`src/rtl/sand_pkg.sv`:
```
// Shared types for the sand RAM write arbiter: write request record, arbiter states
// and default widths for the 640x480 single-bit game-state RAM.
package sand_pkg;

  localparam int SAND_ADDR_W  = 19;
  localparam int SAND_DATA_W  = 1;
  localparam int SAND_FIFO_D  = 8;

  typedef struct packed {
    logic [SAND_ADDR_W-1:0] addr;
    logic [SAND_DATA_W-1:0] data;
  } ram_wr_req_t;

  typedef enum logic [1:0] {
    ARB_IDLE  = 2'd0,
    ARB_GST   = 2'd1,
    ARB_DRAIN = 2'd2
  } arb_state_t;

  function automatic int sand_cnt_w(input int depth);
    return $clog2(depth) + 1;
  endfunction

endpackage

```
`src/rtl/sand_req_fifo.sv`:
```
// Synchronous request FIFO with flush; head data is combinational.
// DEPTH must be a power of two so the pointers wrap on their own width.
module sand_req_fifo
  import sand_pkg::*;
#(
  parameter int  DEPTH = SAND_FIFO_D,
  parameter type req_t = ram_wr_req_t
) (
  input  logic                         clk_i,
  input  logic                         reset_n_i,
  input  logic                         push_i,
  input  req_t                         wdata_i,
  input  logic                         pop_i,
  input  logic                         flush_i,
  output req_t                         rdata_o,
  output logic                         full_o,
  output logic                         empty_o,
  output logic [$clog2(DEPTH):0]       count_o
);

  localparam int PW = $clog2(DEPTH);
  localparam int CW = PW + 1;

  req_t          mem_q [DEPTH];
  logic [PW-1:0] wr_ptr_q, wr_ptr_d;
  logic [PW-1:0] rd_ptr_q, rd_ptr_d;
  logic [CW-1:0] cnt_q, cnt_d;
  logic          do_push, do_pop;

  assign full_o  = (cnt_q == CW'(DEPTH));
  assign empty_o = (cnt_q == '0);
  assign count_o = cnt_q;
  assign rdata_o = mem_q[rd_ptr_q];

  // flush wins over both push and pop so nothing survives a screen clear
  assign do_push = push_i && !full_o  && !flush_i;
  assign do_pop  = pop_i  && !empty_o && !flush_i;

  always_comb begin
    wr_ptr_d = wr_ptr_q;
    rd_ptr_d = rd_ptr_q;
    cnt_d    = cnt_q;
    if (flush_i) begin
      wr_ptr_d = '0;
      rd_ptr_d = '0;
      cnt_d    = '0;
    end else begin
      if (do_push) wr_ptr_d = wr_ptr_q + 1'b1;
      if (do_pop)  rd_ptr_d = rd_ptr_q + 1'b1;
      case ({do_push, do_pop})
        2'b10:   cnt_d = cnt_q + 1'b1;
        2'b01:   cnt_d = cnt_q - 1'b1;
        default: cnt_d = cnt_q;
      endcase
    end
  end

  always_ff @(posedge clk_i or negedge reset_n_i) begin
    if (!reset_n_i) begin
      wr_ptr_q <= '0;
      rd_ptr_q <= '0;
      cnt_q    <= '0;
    end else begin
      wr_ptr_q <= wr_ptr_d;
      rd_ptr_q <= rd_ptr_d;
      cnt_q    <= cnt_d;
    end
  end

  always_ff @(posedge clk_i) begin
    if (do_push) mem_q[wr_ptr_q] <= wdata_i;
  end

endmodule

```
`src/rtl/sand_ram_write_arbiter.sv`:
```
// Merges game-state updates (priority, never stall) and buffered user draws into one
// registered RAM write port. Optional counters under SAND_ARB_STATS_EN.
module sand_ram_write_arbiter
  import sand_pkg::*;
#(
  parameter int ADDR_WIDTH = SAND_ADDR_W,
  parameter int DATA_WIDTH = SAND_DATA_W,
  parameter int FIFO_DEPTH = SAND_FIFO_D
) (
  input  logic                          clk_i,
  input  logic                          reset_n_i,
  input  logic                          gst_wr_en_i,
  input  logic [ADDR_WIDTH-1:0]         gst_wr_addr_i,
  input  logic [DATA_WIDTH-1:0]         gst_wr_data_i,
  input  logic                          draw_valid_i,
  input  logic [ADDR_WIDTH-1:0]         draw_addr_i,
  input  logic [DATA_WIDTH-1:0]         draw_data_i,
  output logic                          draw_ready_o,
  input  logic                          flush_i,
  output logic                          ram_wr_en_o,
  output logic [ADDR_WIDTH-1:0]         ram_wr_addr_o,
  output logic [DATA_WIDTH-1:0]         ram_wr_data_o,
`ifdef SAND_ARB_STATS_EN
  output logic [15:0]                   stall_cnt_o,
  output logic [15:0]                   starve_cnt_o,
`endif
  output logic [$clog2(FIFO_DEPTH):0]   fifo_count_o
);

  typedef struct packed {
    logic [ADDR_WIDTH-1:0] addr;
    logic [DATA_WIDTH-1:0] data;
  } arb_req_t;

  arb_state_t state_q, state_d;
  arb_req_t   wr_q, wr_d, head;
  logic       rdy_en_q;
  logic       fifo_full, fifo_empty, push, pop;

  // keeps ready low through reset and until the first clock after release
  always_ff @(posedge clk_i or negedge reset_n_i) begin
    if (!reset_n_i) rdy_en_q <= 1'b0;
    else            rdy_en_q <= 1'b1;
  end

  assign draw_ready_o = rdy_en_q && !fifo_full && !flush_i;
  assign push         = draw_valid_i && draw_ready_o;

  sand_req_fifo #(
    .DEPTH (FIFO_DEPTH),
    .req_t (arb_req_t)
  ) u_fifo (
    .clk_i     (clk_i),
    .reset_n_i (reset_n_i),
    .push_i    (push),
    .wdata_i   ({draw_addr_i, draw_data_i}),
    .pop_i     (pop),
    .flush_i   (flush_i),
    .rdata_o   (head),
    .full_o    (fifo_full),
    .empty_o   (fifo_empty),
    .count_o   (fifo_count_o)
  );

  // state_q names the source of the write currently on the RAM port
  always_ff @(posedge clk_i or negedge reset_n_i) begin
    if (!reset_n_i) begin
      state_q <= ARB_IDLE;
      wr_q    <= '0;
    end else begin
      state_q <= state_d;
      wr_q    <= wr_d;
    end
  end

  always_comb begin
    state_d = ARB_IDLE;
    if (gst_wr_en_i)                  state_d = ARB_GST;
    else if (!fifo_empty && !flush_i) state_d = ARB_DRAIN;
  end

  always_comb begin
    pop  = 1'b0;
    wr_d = '0;
    case (state_d)
      ARB_GST:   wr_d = {gst_wr_addr_i, gst_wr_data_i};
      ARB_DRAIN: begin
        pop  = 1'b1;
        wr_d = head;
      end
      default:   wr_d = '0;
    endcase
  end

  assign ram_wr_en_o   = (state_q != ARB_IDLE);
  assign ram_wr_addr_o = wr_q.addr;
  assign ram_wr_data_o = wr_q.data;

`ifdef SAND_ARB_STATS_EN
  logic [15:0] stall_q, starve_q;

  always_ff @(posedge clk_i or negedge reset_n_i) begin
    if (!reset_n_i) begin
      stall_q  <= '0;
      starve_q <= '0;
    end else begin
      if (draw_valid_i && !draw_ready_o && stall_q != 16'hFFFF)
        stall_q <= stall_q + 16'd1;
      if (!fifo_empty && gst_wr_en_i && starve_q != 16'hFFFF)
        starve_q <= starve_q + 16'd1;
    end
  end

  assign stall_cnt_o  = stall_q;
  assign starve_cnt_o = starve_q;
`endif

endmodule

```
`config.mk`:
```
export PLATFORM = sky130hd
export DESIGN_NAME = sand_ram_write_arbiter
export DESIGN_NICKNAME = d
export VERILOG_FILES = /design/src/rtl/sand_pkg.sv /design/src/rtl/sand_req_fifo.sv /design/src/rtl/sand_ram_write_arbiter.sv
export SDC_FILE = /design/constraint.sdc
export NUM_CORES = 1
export LEC_CHECK = 0
export CAP_MARGIN = 20
export CELL_PAD_IN_SITES_DETAIL_PLACEMENT = 1
export CELL_PAD_IN_SITES_GLOBAL_PLACEMENT = 1
export CORE_MARGIN = 4
export CORE_UTILIZATION = 35
export DETAILED_ROUTE_END_ITERATION = 6
export DONT_BUFFER_PORTS = 1
export PLACE_DENSITY_LB_ADDON = 0.05
export SYNTH_ARGS = -nofsm -noshare
export SYNTH_HDL_FRONTEND = slang
export SYNTH_SLANG_ARGS = --single-unit
```
`constraint.sdc`:
```
create_clock -name clk_i -period 3.4 [get_ports clk_i]
set_input_delay 0.51 -clock clk_i [delete_from_list [all_inputs] [get_ports clk_i]]
set_output_delay 0.51 -clock clk_i [all_outputs]
set_load 0.01 [all_outputs]
```
Word level (Yosys, flattened, before mapping). Memories as Yosys holds them, arrays and structs flattened. Index checks and enable logic that the tools add are counted.

$add $sub $neg: 4. Equal/unequal tests: 5. Muxes and demuxes: 12. Reduce and logical (&&, ||, !) cells: 16.

Operators by type and width (number): case mux 20 bit (2 select lines) (1); two-way mux 3 bit (4); logical AND 1 bit (8); case mux 4 bit (2 select lines) (1); adder 3 x 1 -> 3 bit, second input constant (2); nonzero test 2 bit (3); adder 4 x 1 -> 4 bit, second input constant (1); == test 2 x 1 -> 1 bit, second input constant (2); == test 2 bit, second input constant (2); == test 4 bit, second input constant (1); zero test 4 bit (1); two-way mux 2 bit (2); two-way mux 4 bit (1); subtractor 4 x 1 -> 4 bit, second input constant (1); zero test 1 bit (3); two-way mux 1 bit (3); nonzero test 3 bit (1).

Bits in registers: 33. RAM bits: 160. Input port bits: 45. Output and inout port bits: 26. Logic and storage cells: 45. Memories: 1.

Memories: u_fifo.mem_q (depth 8, bits a word 20, rd ports 1, clocked after memory_dff 0, write ports 1, line sand_req_fifo.sv:24) `req_t mem_q [DEPTH];`.

Depth between registers and ports, before layout. Gate-level depths: netlist (run 1).

Word-level depth: 12. Gate-level depth with buffers: 10. Gate-level depth less buffers: 9.

Modules after synthesis. From an unflattened synthesis (run 1), not the netlist that was laid out.

Cells, all modules: 384. Area, all modules: 7681.1 um^2.

Modules (own cells, without submodules): sand_req_fifo (instances 1, cells an instance 309, area an instance 6705.2 um^2, sequential area each 5054.8 um^2); sand_ram_write_arbiter (instances 1, cells an instance 75, area an instance 975.9 um^2, sequential area each 575.6 um^2).

Worst setup path before layout (run 1). No wires, ideal clock.

Path type: reg-to-reg. From: register u_fifo.cnt_q[0], in the netlist u_fifo.count_o[0]. To: memory u_fifo.mem_q[3][0] in the netlist's numbering, enable pin. Setup time: 0.422 ns. Arrival: 2.566 ns. Data required time: 2.978 ns. Slack: 0.412 ns. Cell stages (with the launch flop): 5. Path buffers: 0. Period minus slack after synthesis: 2.988 ns. Path through: dfrtp_1 nor3_1 a21oi_1 nand2_1 nor3_1.

Cells in the longest elaborated chain, start to end: 9.

RTL lines: from (decl) (line sand_req_fifo.sv:27) `logic [CW-1:0] cnt_q, cnt_d;`; from (signal assigned) (line sand_req_fifo.sv:66) `cnt_q <= cnt_d;`; == test 4 bit (line sand_req_fifo.sv:30) `assign full_o = (cnt_q == CW'(DEPTH));`; zero test 1 bit (line sand_ram_write_arbiter.sv:46) `assign draw_ready_o = rdy_en_q && !fifo_full && !flush_i;`; logical AND 1 bit (2 in a row) (line sand_ram_write_arbiter.sv:46); net draw_ready_o (line sand_ram_write_arbiter.sv:18) `output logic draw_ready_o,`; logical AND 1 bit (line sand_ram_write_arbiter.sv:47) `assign push = draw_valid_i && draw_ready_o;`; logical AND 1 bit (2 in a row) (line sand_req_fifo.sv:36) `assign do_push = push_i && !full_o && !flush_i;`; two-way mux 1 bit (line sand_req_fifo.sv:71) `if (do_push) mem_q[wr_ptr_q] <= wdata_i;`; two-way mux 1 bit (implied by the code) (line sand_req_fifo.sv:71); to (decl) (line sand_req_fifo.sv:24).

The timed path passes the listed nets, and every way through them passes these cells.

Worst setup path in the final report (run 1).
From: register u_fifo.cnt_q[0], in the netlist u_fifo.count_o[0]. To: register u_fifo.cnt_q[3], in the netlist u_fifo.count_o[3].

Cells in the longest elaborated chain, start to end: 12. Elaborated cells between the ends (all ways): 23. Classes of those cells: add/sub (2); eq/ne (4); mux (5); reduce/logical (12).

RTL lines: zero test 4 bit (line sand_req_fifo.sv:31) `assign empty_o = (cnt_q == '0);`; zero test 1 bit (line sand_req_fifo.sv:37, sand_ram_write_arbiter.sv:79); logical AND 1 bit (line sand_ram_write_arbiter.sv:79) `else if (!fifo_empty && !flush_i) state_d = ARB_DRAIN;`; two-way mux 2 bit (line sand_ram_write_arbiter.sv:79); two-way mux 2 bit (line sand_ram_write_arbiter.sv:78) `if (gst_wr_en_i) state_d = ARB_GST;`; == test 2 bit (line sand_ram_write_arbiter.sv:85) `case (state_d)`; two-way mux 1 bit (line sand_ram_write_arbiter.sv:85); logical AND 1 bit (2 in a row) (line sand_req_fifo.sv:37) `assign do_pop = pop_i && !empty_o && !flush_i;`; == test 2 x 1 -> 1 bit or == test 2 bit (tied branches) (line sand_req_fifo.sv:50) `case ({do_push, do_pop})`; case mux 4 bit (2 select lines) (line sand_req_fifo.sv:50); two-way mux 4 bit (line sand_req_fifo.sv:43) `if (flush_i) begin`.

Several ways; a longest one is shown, not always the timed one. A chain may end at the register's enable or synchronous reset.

==> impl_metrics.env, run 1 <==
export IMPL_drive_above_1_share_pct=25.6
export IMPL_vias_per_cell=5.06
export IMPL_die_height_um=153
export IMPL_avgSynthCellArea_um2=19.7
export IMPL_dp_hpwl_mm=9.54
export IMPL_antenna_found_initial=1
export IMPL_cp_end_kind="flop"
export IMPL_die_area_um2=23500
export IMPL_wl_per_cell_um=24.0
export IMPL_cts_tree="yes"
export IMPL_comb_power_share_pct=11.4
export IMPL_swShare_pct=24.1
export IMPL_fin_ws_ns=0.696
export IMPL_worstPathRequired_ns=3.71
export IMPL_cp_top_family="compound AO/OA/AOI/OAI gates"
export IMPL_max_freq_mhz=370
export IMPL_core_um2=20500
export IMPL_internal_power_w=0.00418
export IMPL_syn2layout_area_growth_pct=14.5
export IMPL_num_vias=3428
export IMPL_nets=444
export IMPL_ir_worst_vdd_uv=307
export IMPL_clkPwrFrac_pct=37.7
export IMPL_cts_hold_buf=2
export IMPL_synth_cells=375
export IMPL_grt_overflow=0
export IMPL_grt_max_degree=35
export IMPL_cpMostUsedCell="nor2_1"
export IMPL_multi_input_area_um2=1700
export IMPL_placementRows=52
export IMPL_synth_top_area_cell="edfxtp_1"
export IMPL_dr_pass1_iters=4
export IMPL_crit_slowest_cell="dfrtp_1"
export IMPL_rsz0062_at_grt="no"
export IMPL_critPathKind="flop to flop"
export IMPL_clock_sinks=193
export IMPL_grt_pass1_vias=3851
export IMPL_cts_buffers=17
export IMPL_min_path_type="primary input to flop"
export IMPL_max_stage_delay_ns=0.49
export IMPL_cts_resized=0
export IMPL_setup_tns_final_ns=0
export IMPL_seq_area_um2=5630
export IMPL_fill_cells=1943
export IMPL_grt_usage_pct=14.4
export IMPL_synth_common_cells="edfxtp_1, mux4_2, dfrtp_1, nand2_1, o21ai_0"
export IMPL_synth_seq_cells=193
export IMPL_synth_top_cell_area_share_pct=65.0
export IMPL_diodes=0
export IMPL_cts_setup_buffers=0
export IMPL_post_route_period_util_pct=79.5
export IMPL_critPathArrivalTime_ns=3.02
export IMPL_outcome="finished clean"
export IMPL_pwr_density_cell_nw_per_um2=650
export IMPL_max_slew_margin_pct=50.3
export IMPL_clk_path_buf_depth=2
export IMPL_io_pins=71
export IMPL_setup_violations_final=0
export IMPL_clock_latency_ns=0.43
export IMPL_crit_path_start_kind="flop"
export IMPL_pre_cts_ws_ns=0.692
export IMPL_p_switching_w=0.00132
export IMPL_synth_edf_count=160
export IMPL_ys_seq_area_share_pct=76.1
export IMPL_final_hold_viol_count=0
export IMPL_cts_htree_levels=4
export IMPL_path_max_fanout=9
export IMPL_root_buffer="clkbuf_16"
export IMPL_worst_slew_pin_slew_ns=0.745
export IMPL_drv_cap=0
export IMPL_grt_first_pass_wirelength_mm=24.5
export IMPL_cp_buffers_inverters=0
export IMPL_die_w_um=153
export IMPL_gp_congestion=0.726
export IMPL_antenna_left=0
export IMPL_clk_pin_slew_ns=0.07
export IMPL_yosysMostFrequentCell="edfxtp_1"
export IMPL_synth_ff_type="edfxtp_1"
export IMPL_utilization_pct=41.3
export IMPL_drc=0
export IMPL_async_flop_share_pct=17.1
export IMPL_drtIter0Drc=182
export IMPL_crit_chain="nor3_1 > a211oi_4 > nor2_1 > ha_1 > a21o_1 > a21oi_1 > nor2_1 > a22o_1 > o22a_1"
export IMPL_mappedNetlistArea_um2=7400
export IMPL_synth_warnings=0
export IMPL_seq_power_share_pct=50.9
export IMPL_period_minus_slack_ns=2.70
export IMPL_syn_num_nets=425
export IMPL_synth_area_leaders="edfxtp_1, mux4_2, dfrtp_1, mux2i_1, o21ai_0"
export IMPL_initial_core_util_pct=36.1
export IMPL_synth_cell_types=35
export IMPL_leakage_nw=2.75
export IMPL_report_final_slew_viol_count=0
export IMPL_skew_ns=0.00740
export IMPL_wl_mm=16.2
export IMPL_portBuffers=0
-- cell usage in the layout, fill, tap and decap left out, types with 2 or more instances in the layout --
cell and instances:
buf_4 15, ha_1 4, or3_1 2, mux4_2 40, inv_6 2, o21ai_0 24, bufinv_16 3, clkbuf_16 17
inv_1 2, clkinv_2 2, nand3_1 3, nor3_2 2, inv_8 2, xor2_1 2, edfxtp_1 160, dfrtp_1 31
nor2_2 6, a21oi_1 5, dfrtp_2 2, mux2i_1 21, clkinvlp_4 4, nor2_1 4, nand2_1 31
-- layer usage --
metal / GRT usage [%] / wire length (um)
met2: 24.2 / 8290
met3: 4.27 / 602
met4: 4.67 / 286
met1: 18.1 / 7040
met5: 0 / 0
-- cell type report --
| cell class | count | area share (%) |
|---|---|---|
| Sequential cell | 193 | 66.5 |
| Timing Repair Buffer | 18 | 2.01 |
| Tap cell | 270 | 3.99 |
| Clock inverter | 14 | 2.11 |
| Inverter | 3 | 0.133 |
| Clock buffer | 18 | 5.19 |
| Multi-Input combinational cell | 161 | 20.1 |
-- kinds of logic after synthesis --
family	after synthesis	synth area share, %
multiplexers	61	15.0
AO/OA/AOI/OAI	36	2.84
flip-flops	193	76.1
buffers and inverters	21	1.25
other	1	0.0507
AND/OR/NAND/NOR	54	3.20
adder cells (fa/ha/maj)	5	0.947
XOR/XNOR	4	0.575
-- registers in the layout, summed over array words and instances, names as in the netlist --
register	count
ram_wr_data_o	1
state_q	2
rdy_en_q	1
u_fifo.rd_ptr_q	3
u_fifo.count_o	4
u_fifo.mem_q	160
u_fifo.wr_ptr_q	3
ram_wr_addr_o	19
-- metrics by stage --
stage	cell area, um^2	power, W	cells	hold slack [ns]
3_3_place_gp	7810	0.00348	643	0.216
6_report	8470	0.00550	677	0.107
5_1_grt	8470	0.00578	677	0.0681
2_1_floorplan	7400	0.00332	375	0.214
3_5_place_dp	7810	0.00349	643	0.216
4_1_cts	8470	0.00560	677	0.0850
-- power by group through the flow --
stage | registers, W | logic, W | clock network (W)
4_1_cts | 0.00281 | 0.000651 | 0.00214
3_3_place_gp | 0.00286 | 0.000624 | 0
5_1_grt | 0.00282 | 0.000701 | 0.00226
3_5_place_dp | 0.00286 | 0.000633 | 0
6_report | 0.00280 | 0.000626 | 0.00208
2_1_floorplan | 0.00279 | 0.000526 | 0
-- path summary, 6_finish.rpt --
kind / startpoint / to / slack (ns) / cells after the start
worst max-delay path: u_fifo.count_o[0] / u_fifo.count_o[3] / 0.70 / 9
worst min-delay path: gst_wr_en_i / state_q[0] / 0.11 / 0
worst max register to register: u_fifo.count_o[0] / u_fifo.count_o[3] / 0.70 / 9
worst min register to register: u_fifo.wr_ptr_q[0] / u_fifo.wr_ptr_q[0] / 0.60 / 1
max in group asynchronous: reset_n_i / u_fifo.rd_ptr_q[1] / 2.58 / 2
min in group asynchronous: reset_n_i / ram_wr_addr_o[15] / 0.60 / 2
No activity file was read; power rests on OpenSTA's default activity.
==> run 2: changes to the inputs <==
- clock period: 3.4 -> 2.46 ns (I/O delays scaled with it)
==> run 2 against run 1 <==
Routed wire length about the same. Cell count increased by 2.8%. Core utilization up 0.94 points. Flip-flop and latch count unchanged. Power increased by 38%. Setup slack worse by 0.45 ns. Non-clock buffer count increased by 19. Clock skew increased by 0.00064 ns. First-iteration DRC count grew 49%. Register-to-register slack got worse by 0.45 ns. Design area grew 2.3%.
==> impl_metrics.env, run 2 (same netlist as run 1, synthesis figures left out) <==
export IMPL_outcome="finished clean"
export IMPL_max_slew_margin_pct=65.6
export IMPL_root_buffer="clkbuf_16"
export IMPL_crit_slowest_cell="dfrtp_1"
export IMPL_min_path_type="primary input to flop"
export IMPL_cpMostUsedCell="nor2_1"
export IMPL_clk_pin_slew_ns=0.07
export IMPL_total_power_w=0.00757
export IMPL_worstPathRequired_ns=2.77
export IMPL_report_final_slew_viol_count=0
export IMPL_die_height_um=153
export IMPL_io_pins=71
export IMPL_portBuffers=0
export IMPL_placementRows=52
export IMPL_rsz0062_at_grt="no"
export IMPL_grt_util_met3_pct=3.82
export IMPL_drive_above_1_share_pct=27.0
export IMPL_ir_worst_vdd_uv=479
export IMPL_clock_sinks=193
export IMPL_setup_violations_final=0
export IMPL_pwr_density_cell_nw_per_um2=874
export IMPL_drtIter0Drc=272
export IMPL_setup_tns_final_ns=0
export IMPL_final_common_cell="edfxtp_1"
export IMPL_crit_path_start_kind="flop"
export IMPL_worst_slew_pin_slew_ns=0.517
export IMPL_clock_latency_ns=0.43
export IMPL_num_vias=3514
export IMPL_grt_pass1_vias=4031
export IMPL_diodes=0
export IMPL_drc=0
export IMPL_largest_reg_flops=160
export IMPL_leakage_nw=2.84
export IMPL_gr_usage_met2_pct=23.9
export IMPL_met1_usage_pct=19.3
export IMPL_critPathKind="flop to flop"
export IMPL_syn2layout_area_growth_pct=17.1
export IMPL_grt_usage_pct=14.6
export IMPL_vias_per_cell=5.05
export IMPL_path_max_fanout=5
export IMPL_skew_ns=0.00804
export IMPL_wl_mm=16.2
export IMPL_wl_per_cell_um=23.3
export IMPL_fin_ws_ns=0.248
export IMPL_grt_first_pass_wirelength_mm=25.2
export IMPL_clk_path_buf_depth=2
export IMPL_initial_core_util_pct=36.1
export IMPL_gp_congestion=0.691
export IMPL_dr_pass1_iters=5
export IMPL_grt_overflow=0
export IMPL_die_w_um=153
export IMPL_gr_max_usage_layer="met2"
export IMPL_cp_end_kind="flop"
export IMPL_max_freq_mhz=452
export IMPL_critPathArrivalTime_ns=2.52
export IMPL_cts_htree_levels=4
export IMPL_top_register="u_fifo.mem_q"
export IMPL_cts_buffers=17
export IMPL_pre_cts_ws_ns=0.162
export IMPL_post_route_period_util_pct=89.9
export IMPL_dp_hpwl_mm=9.63
export IMPL_crit_chain="nor4_1 > or3_1 > nor2_1 > ha_1 > a21o_1 > a21oi_1 > nor2_1 > a22o_1 > o22a_1"
export IMPL_cts_tree="yes"
export IMPL_antenna_found_initial=0
export IMPL_final_hold_viol_count=0
export IMPL_dp_cells=657
export IMPL_antenna_left=0
export IMPL_period_minus_slack_ns=2.21
export IMPL_nets=463
export IMPL_die_area_um2=23500
export IMPL_mostFrequentLayoutCells="edfxtp_1, mux4_2, nand2_1, dfrtp_1, o21ai_0"
export IMPL_drv_cap=0
export IMPL_core_um2=20500
export IMPL_fill_cells=1952
export IMPL_grt_max_degree=43
export IMPL_final_instance_count_excl_fill=696
export IMPL_max_stage_delay_ns=0.43
run 2: cell types whose count changed in the layout (fill, tap and decap cells not counted), sizes merged:
cell,delta
clkinv,-1
dlygate4sd3,+5
clkbuf,+3
buf,+14
bufinv,-1
clkinvlp,-1
run 2: timing repair:
item                                   4_1_cts  5_1_grt
endpoints found under the hold margin       37       16
setup buffers                                0        0
setup endpoints to repair                    0        1
resized for setup                            0        1
hold buffers                                 4        3
run 2: routing by layer:
layer | vias up | share of wire (%) | routed length, um
met2 | 77 | 50 | 8080
met4 | 0 | 1.2 | 191
met1 | 1873 | 45 | 7250
li1 | 1552 | - | -
met3 | 12 | 4.3 | 697
met5 | - | 0 | 0
run 2: path summary, 6_finish.rpt:
| path | startpoint | cells past startpoint | slack [ns] | endpoint |
|---|---|---|---|---|
| worst max-delay path | u_fifo.count_o[2] | 9 | 0.25 | u_fifo.count_o[3] |
| worst min-delay path | draw_addr_i[16] | 0 | 0.03 | u_fifo.mem_q[5][17] |
| worst max register to register | u_fifo.count_o[2] | 9 | 0.25 | u_fifo.count_o[3] |
| worst min register to register | u_fifo.wr_ptr_q[0] | 1 | 0.63 | u_fifo.wr_ptr_q[0] |
| max in group asynchronous | reset_n_i | 2 | 1.85 | u_fifo.rd_ptr_q[0] |
| min in group asynchronous | reset_n_i | 2 | 0.40 | rdy_en_q |
run 2: power breakdown:
part           total (W)  internal (W)  switching, W
Sequential       0.00380       0.00368      0.000125
Combinational    0.00107      0.000561      0.000509
Clock            0.00270       0.00151       0.00119
Total            0.00757       0.00575       0.00183
run 2: layout make-up:
cell class                 count  area, um^2  share of cell area [%]
sequential                   193        5630                    65.0
multi-input combinational    161        1720                    19.8
clock buffer                  21         440                    5.08
timing repair buffer          37         393                    4.54
tap                          270         338                    3.90
clock inverter                11         130                    1.50
inverter                       3        11.3                   0.130
run 2: through the flow:
stage          utilization [%]  cell area [um^2]  hold WS [ns]
5_1_grt                   42.3              8660   0.000000472
3_3_place_gp              39.1              8010        0.0746
2_1_floorplan                -              7410        0.0734
4_1_cts                   42.1              8630        0.0111
3_5_place_dp              39.1              8010        0.0745
6_report                  42.3              8660        0.0332
run 2: critical path: cells and delay by family (launching register included):
kind	cells	cell delay [ns]
AOI/OAI and AO/OA	4	0.79
adders and majority gates	1	0.25
and+or+nand+nor	4	0.61
DFF	1	0.43
